--- src/rtl/mips_pkg.sv ---
// Shared register-file writeback types and constants.
// Queue entries carry their own valid bit so squashed slots can be dropped.
package mips_pkg;

   localparam int RF_ADDR_W = 5;
   localparam int RF_DATA_W = 32;

   localparam logic [RF_ADDR_W-1:0] REG_ZERO = 5'd0;
   localparam logic [RF_ADDR_W-1:0] REG_RA   = 5'd31;

   typedef struct packed {
      logic                 valid;
      logic [RF_ADDR_W-1:0] addr;
      logic [RF_DATA_W-1:0] data;
   } wb_entry_t;

endpackage

--- src/rtl/wb_pend_queue.sv ---
// Pending long-latency writeback FIFO with squash-by-address.
// Entries are compacted toward slot 0 each cycle, so the head is always slot 0.
module wb_pend_queue
   import mips_pkg::*;
#(
   parameter int DEPTH = 2
) (
   input  logic                    clk_i,
   input  logic                    rst_i,
   input  logic                    push_i,
   input  wb_entry_t               push_ent_i,
   input  logic                    pop_i,
   input  logic                    sq_i,
   input  logic [RF_ADDR_W-1:0]    sq_addr_i,
   input  logic [RF_ADDR_W-1:0]    qa_addr_i,
   input  logic [RF_ADDR_W-1:0]    qb_addr_i,
   output wb_entry_t               head_o,
   output logic [$clog2(DEPTH):0]  count_o,
   output logic [$clog2(DEPTH):0]  count_nxt_o,
   output logic [DEPTH-1:0]        match_a_o,
   output logic [DEPTH-1:0]        match_b_o
);

   localparam int IW = $clog2(DEPTH);
   localparam logic [IW:0] ONE = 1;

   wb_entry_t   ent_q [DEPTH];
   wb_entry_t   ent_d [DEPTH];
   logic [IW:0] cnt_q;
   logic [IW:0] n;

   always_comb begin
      for (int i = 0; i < DEPTH; i++) ent_d[i] = '0;
      n = '0;
      for (int i = 0; i < DEPTH; i++) begin
         if (ent_q[i].valid &&
             !((i == 0) && pop_i) &&
             !(sq_i && (ent_q[i].addr == sq_addr_i))) begin
            ent_d[n[IW-1:0]] = ent_q[i];
            n = n + ONE;
         end
      end
      if (push_i) ent_d[n[IW-1:0]] = push_ent_i;
   end

   assign count_nxt_o = push_i ? n + ONE : n;

   always_ff @(posedge clk_i) begin
      if (rst_i) begin
         for (int i = 0; i < DEPTH; i++) ent_q[i] <= '0;
         cnt_q <= '0;
      end else begin
         for (int i = 0; i < DEPTH; i++) ent_q[i] <= ent_d[i];
         cnt_q <= count_nxt_o;
      end
   end

   always_comb begin
      for (int i = 0; i < DEPTH; i++) begin
         match_a_o[i] = ent_q[i].valid && (ent_q[i].addr == qa_addr_i);
         match_b_o[i] = ent_q[i].valid && (ent_q[i].addr == qb_addr_i);
      end
   end

   assign head_o  = ent_q[0];
   assign count_o = cnt_q;

endmodule

--- src/rtl/regfile_wr_arbiter.sv ---
// Register-file write port owner: pipeline WB has priority, long-latency
// writes wait in a small queue, with starvation relief and hazard lookup.
module regfile_wr_arbiter
   import mips_pkg::*;
#(
   parameter int ADDR_W     = RF_ADDR_W,
   parameter int DATA_W     = RF_DATA_W,
   parameter int Q_DEPTH    = 2,
   parameter int STARVE_MAX = 4
) (
   input  logic              clk_i,
   input  logic              rst_i,
   input  logic              p_valid_i,
   input  logic [ADDR_W-1:0] p_rt_i,
   input  logic [ADDR_W-1:0] p_rd_i,
   input  logic              p_reg_dest_i,
   input  logic              p_link_i,
   input  logic [DATA_W-1:0] p_data_i,
   output logic              p_stall_o,
   input  logic              m_valid_i,
   output logic              m_ready_o,
   input  logic [ADDR_W-1:0] m_waddr_i,
   input  logic [DATA_W-1:0] m_data_i,
   input  logic [ADDR_W-1:0] q_raddr_a_i,
   input  logic [ADDR_W-1:0] q_raddr_b_i,
   output logic              q_hit_o,
   output logic              rf_we_o,
   output logic [ADDR_W-1:0] rf_waddr_o,
   output logic [DATA_W-1:0] rf_wdata_o
);

   localparam int CW = $clog2(Q_DEPTH) + 1;
   localparam int SW = $clog2(STARVE_MAX + 1);
   localparam logic [CW-1:0] QFULL = CW'(Q_DEPTH);
   localparam logic [SW-1:0] SMAX  = SW'(STARVE_MAX);
   localparam logic [SW-1:0] SONE  = 1;

   logic [ADDR_W-1:0]  p_addr;
   logic               wr_p, pop, push, sq;
   wb_entry_t          head, push_ent;
   logic [CW-1:0]      q_cnt, q_cnt_d;
   logic [Q_DEPTH-1:0] match_a, match_b;
   logic               hit_a, hit_b;

   logic              rf_we_q, rf_we_d;
   logic [ADDR_W-1:0] rf_waddr_q, rf_waddr_d;
   logic [DATA_W-1:0] rf_wdata_q, rf_wdata_d;
   logic [SW-1:0]     starve_q, starve_d;
   logic              p_stall_q, p_stall_d;

   assign p_addr = p_link_i     ? REG_RA :
                   p_reg_dest_i ? p_rd_i : p_rt_i;

   // No pop bypass: a full queue refuses even while its head drains.
   assign m_ready_o = !rst_i && (q_cnt != QFULL);
   assign push      = m_valid_i && m_ready_o && (m_waddr_i != REG_ZERO);
   assign pop       = !p_valid_i && head.valid;
   assign wr_p      = p_valid_i && (p_addr != REG_ZERO);
   assign sq        = wr_p;
   assign push_ent  = '{valid: 1'b1, addr: m_waddr_i, data: m_data_i};

   wb_pend_queue #(
      .DEPTH (Q_DEPTH)
   ) u_q (
      .clk_i       (clk_i),
      .rst_i       (rst_i),
      .push_i      (push),
      .push_ent_i  (push_ent),
      .pop_i       (pop),
      .sq_i        (sq),
      .sq_addr_i   (p_addr),
      .qa_addr_i   (q_raddr_a_i),
      .qb_addr_i   (q_raddr_b_i),
      .head_o      (head),
      .count_o     (q_cnt),
      .count_nxt_o (q_cnt_d),
      .match_a_o   (match_a),
      .match_b_o   (match_b)
   );

   always_comb begin
      rf_we_d    = 1'b0;
      rf_waddr_d = '0;
      rf_wdata_d = '0;
      unique case (1'b1)
         wr_p: begin
            rf_we_d    = 1'b1;
            rf_waddr_d = p_addr;
            rf_wdata_d = p_data_i;
         end
         pop: begin
            rf_we_d    = 1'b1;
            rf_waddr_d = head.addr;
            rf_wdata_d = head.data;
         end
         default: ;
      endcase
      starve_d = starve_q;
      if (pop || (q_cnt_d == '0))
         starve_d = '0;
      else if (p_valid_i && head.valid && (starve_q != SMAX))
         starve_d = starve_q + SONE;
      p_stall_d = (starve_d == SMAX) && !p_stall_q;
   end

   always_ff @(posedge clk_i) begin
      if (rst_i) begin
         rf_we_q    <= 1'b0;
         rf_waddr_q <= '0;
         rf_wdata_q <= '0;
         starve_q   <= '0;
         p_stall_q  <= 1'b0;
      end else begin
         rf_we_q    <= rf_we_d;
         rf_waddr_q <= rf_waddr_d;
         rf_wdata_q <= rf_wdata_d;
         starve_q   <= starve_d;
         p_stall_q  <= p_stall_d;
      end
   end

   assign hit_a = (q_raddr_a_i != REG_ZERO) &&
                  ((|match_a) || (rf_we_q && (rf_waddr_q == q_raddr_a_i)));
   assign hit_b = (q_raddr_b_i != REG_ZERO) &&
                  ((|match_b) || (rf_we_q && (rf_waddr_q == q_raddr_b_i)));

   assign q_hit_o    = hit_a || hit_b;
   assign p_stall_o  = p_stall_q;
   assign rf_we_o    = rf_we_q;
   assign rf_waddr_o = rf_waddr_q;
   assign rf_wdata_o = rf_wdata_q;

   ap_no_valid_in_stall: assert property (
      @(posedge clk_i) disable iff (rst_i) !(p_stall_q && p_valid_i));

endmodule

--- config.mk ---
export PLATFORM = sky130hd
export DESIGN_NAME = regfile_wr_arbiter
export DESIGN_NICKNAME = d
export VERILOG_FILES = /design/src/rtl/mips_pkg.sv /design/src/rtl/wb_pend_queue.sv /design/src/rtl/regfile_wr_arbiter.sv
export SDC_FILE = /design/constraint.sdc
export NUM_CORES = 1
export LEC_CHECK = 0
export BUFFER_PORTS_ARGS = -buffer_cell sky130_fd_sc_hd__buf_4
export CORE_MARGIN = 1
export CORE_UTILIZATION = 35
export DETAILED_ROUTE_END_ITERATION = 8
export PLACE_DENSITY_LB_ADDON = 0.05
export SLEW_MARGIN = 25
export SYNTH_ARGS = -nofsm -noshare
export SYNTH_HDL_FRONTEND = slang
export SYNTH_HIERARCHICAL = 1
export SYNTH_SLANG_ARGS = --single-unit
--- constraint.sdc ---
create_clock -name clk_i -period 4.2 [get_ports clk_i]
set_input_delay 0.42 -clock clk_i [delete_from_list [all_inputs] [get_ports clk_i]]
set_output_delay 0.42 -clock clk_i [all_outputs]
set_load 0.01 [all_outputs]
==> flow_summary.toml <==
[global_route]
grt.overflow.total = 0
grt_max_degree = 89
first_global_vias = 5331
antenna_found_initial = 0
grt_pass1_wl_um = 29510
track_usage_pct = 21.27

[floorplanning]
die_y_um = 135.0
core_um2 = 17300
die_w_um = 135.0
row_count = 48
die_area_um2 = 18240
num_io_pins = 136
floorplan.initialDensity_pct = 35.81

[clocking]
clockBufferDepth = 2
h-tree-depth = 4
ctsRootBufferMaster = "clkbuf_16"
clock_sinks = 120
cts-buffers-inserted = 17
postCtsResizedCells = 0
cts_setup_buffers = 0
worst_skew_pair.late_latency_ps = 420
path_clk_slew_ps = 50
postCtsHoldBufs = 0
tritoncts = "done"

[detailed_routing]
wirelength_um = 18870
vias = 5374
firstDrtPassIters = 5
drtAntennaViolNets = 0
viasPerCell = 5.529
drt-wirelength-per-cell_um = 19.41
drc_errors = 0
drtIter0Drc = 229

[setup_path]
cpMaxStageDelayCell = "nor2b_4"
critPathCaptureType = "flip-flop"
max_stage_delay_ps = 830
crit_type = "input port to flip-flop"
cp_max_fo = 38
critPathMostFrequentCell = "and2_2"
crit_required_ps = 4540
path_cells = "buf_4 -> nor2b_1 -> a211o_1 -> o41a_1 -> and2_2 -> a21boi_4 -> inv_2 -> ha_1 -> and2_2 -> nor2b_4 -> nand2_1 -> o21ai_1"
cp.arrival_ps = 3590
cp-start-kind = "input port"

[power_and_ir_drop]
peakVddDrop_mv = 0.2930
p_per_area_nw_per_um2 = 413.8
leakage_uw = 0.002934

[synthesis]
yosysTopAreaCell = "dfxtp_1"
synth_area_leaders = "dfxtp_1 (39%), a211oi_1 (9.1%), o21bai_1 (9.1%)"
ys_seq_elements = 120
synth_cell_types = 44
syn_inst = 670
synth.yosys.warnings = 6
avgSynthCellArea_um2 = 9.246
synth_area_um2 = 6195
async_reset_ff_share_pct = 0
synth_edf_count = 0
ys.flop_type = "dfxtp_1"
synth_top_area_share_pct = 38.78
seq_area_frac_synth_pct = 38.78

[sta]
slew_headroom_pct = 31.97
fmax_mhz = 308.5
finalCritPeriodShare_pct = 77.18
finalSetupViolations = 0
worst_slack_ps = 958.4
min_period_ps = 3242
slew_viol_final = 0
skew_ps = 9.460
rsz0062_at_grt = "false"
fin_tns_setup_ps = 0
tightest_slew_ps = 1018
final_hold_viol_count = 0

[cells_and_area]
drive_gt1_share_pct = 25.70
fin_util_pct = 44.13
diodes = 0
nets = 834
stdcell_area_um2 = 7634
layout_commonest_cell = "buf_4"
final_cell_mix = "buf_4 (149), dfxtp_1 (120), o21bai_1 (75), a211oi_1 (75), nand2_1 (45)"
syn_to_final_growth_pct = 23.23
instances_no_fill = 972

[flow_run]
drv_cap = 0

[place]
placed_cell_area_um2 = 7008
dp_hpwl_um = 12000
place_inst = 941
gp_congestion = 0.8202
place_ws_ps = 578.9
port_buffers = 135

[status]
status = "completed"

[worst_hold_path]
hp-class = "input port to flip-flop"
## path summary, 6_finish.rpt
path | start | end | slack [ps] | cells after the start
worst max register to register | u_q/ent_q[0][32] | u_q/ent_q[0][73] | 1360 | 9
worst min register to register | p_stall_o | p_stall_o | 420 | 1
worst max-delay path | p_rt_i[0] | u_q/ent_q[0][73] | 960 | 12
worst min-delay path | p_data_i[18] | rf_wdata_o[18] | 210 | 2
## state kept, by name (all words and copies together) (netlist names)
signal,count
u_q/ent_q,76
rf_waddr_o,5
rf_wdata_o,32
starve_q,3
u_q/count_o,2
rf_we_o,1
p_stall_o,1
## area by class of cell
class / count / area [um^2]
Sequential cell: 120 / 2402
Timing Repair Buffer: 150 / 1139
Clock inverter: 7 / 113.9
Fill cell: 1716 / 9663
Clock buffer: 24 / 511.7
Tap cell: 225 / 281.5
Inverter: 8 / 30.03
Multi-Input combinational cell: 438 / 3156
## synth_stat cells (7+ instances only)
cell type    n
a211oi_1    75
a22o_1      32
a32o_1      33
buf_2       11
buf_4       45
buf_6        9
clkbuf_1    37
dfxtp_1    120
inv_1        7
nand2_1     46
nor2_1      14
nor2b_1     12
nor3_1      40
o21ai_1     13
o21bai_1    75
xnor2_1     19
xor2_1      23
## per-stage QoR
stage               hold WS, ps  total power [uW]
floorplan                 457.7              1500
global placement          416.5              1645
detailed placement        413.2              1649
CTS                       197.7              3195
global route              201.6              3290
finish                    212.9              3159
## routing by layer
metal | track usage (%) | up-vias | share of wire [%]
met5 | 0 | - | 0
met4 | 7.366 | 0 | 1.2
met3 | 4.542 | 18 | 6.5
met2 | 32.33 | 196 | 44
met1 | 29.60 | 2571 | 48
li1 | - | 2589 | -
## worst max-delay path: cells and delay by family
kind	cells	cell delay, ps
AOI/OAI and AO/OA	4	1160
adders and majority gates	1	330
buffers and inverters	2	200
and+or+nand+nor	5	1470
## power breakdown
group	switching [uW]	internal, uW	leakage, uW
Combinational	211	178	0.00164
Clock	511	1020	0.000312
Sequential	43.6	1190	0.000980
Total	765	2390	0.00293
## logic make-up (layout without fill, tap and decap cells)
group,Yosys count,in the layout,share of synthesized area (%)
compound gates,250,250,32.26
buf+inv,113,189,10.89
flops,120,120,38.78
mux,2,2,0.3232
fa+ha+maj,4,4,0.8079
other cells,1,2,0.06054
simple gates,138,138,10.95
xor+xnor,42,42,5.938
No activity file was read; power rests on OpenSTA's default activity.
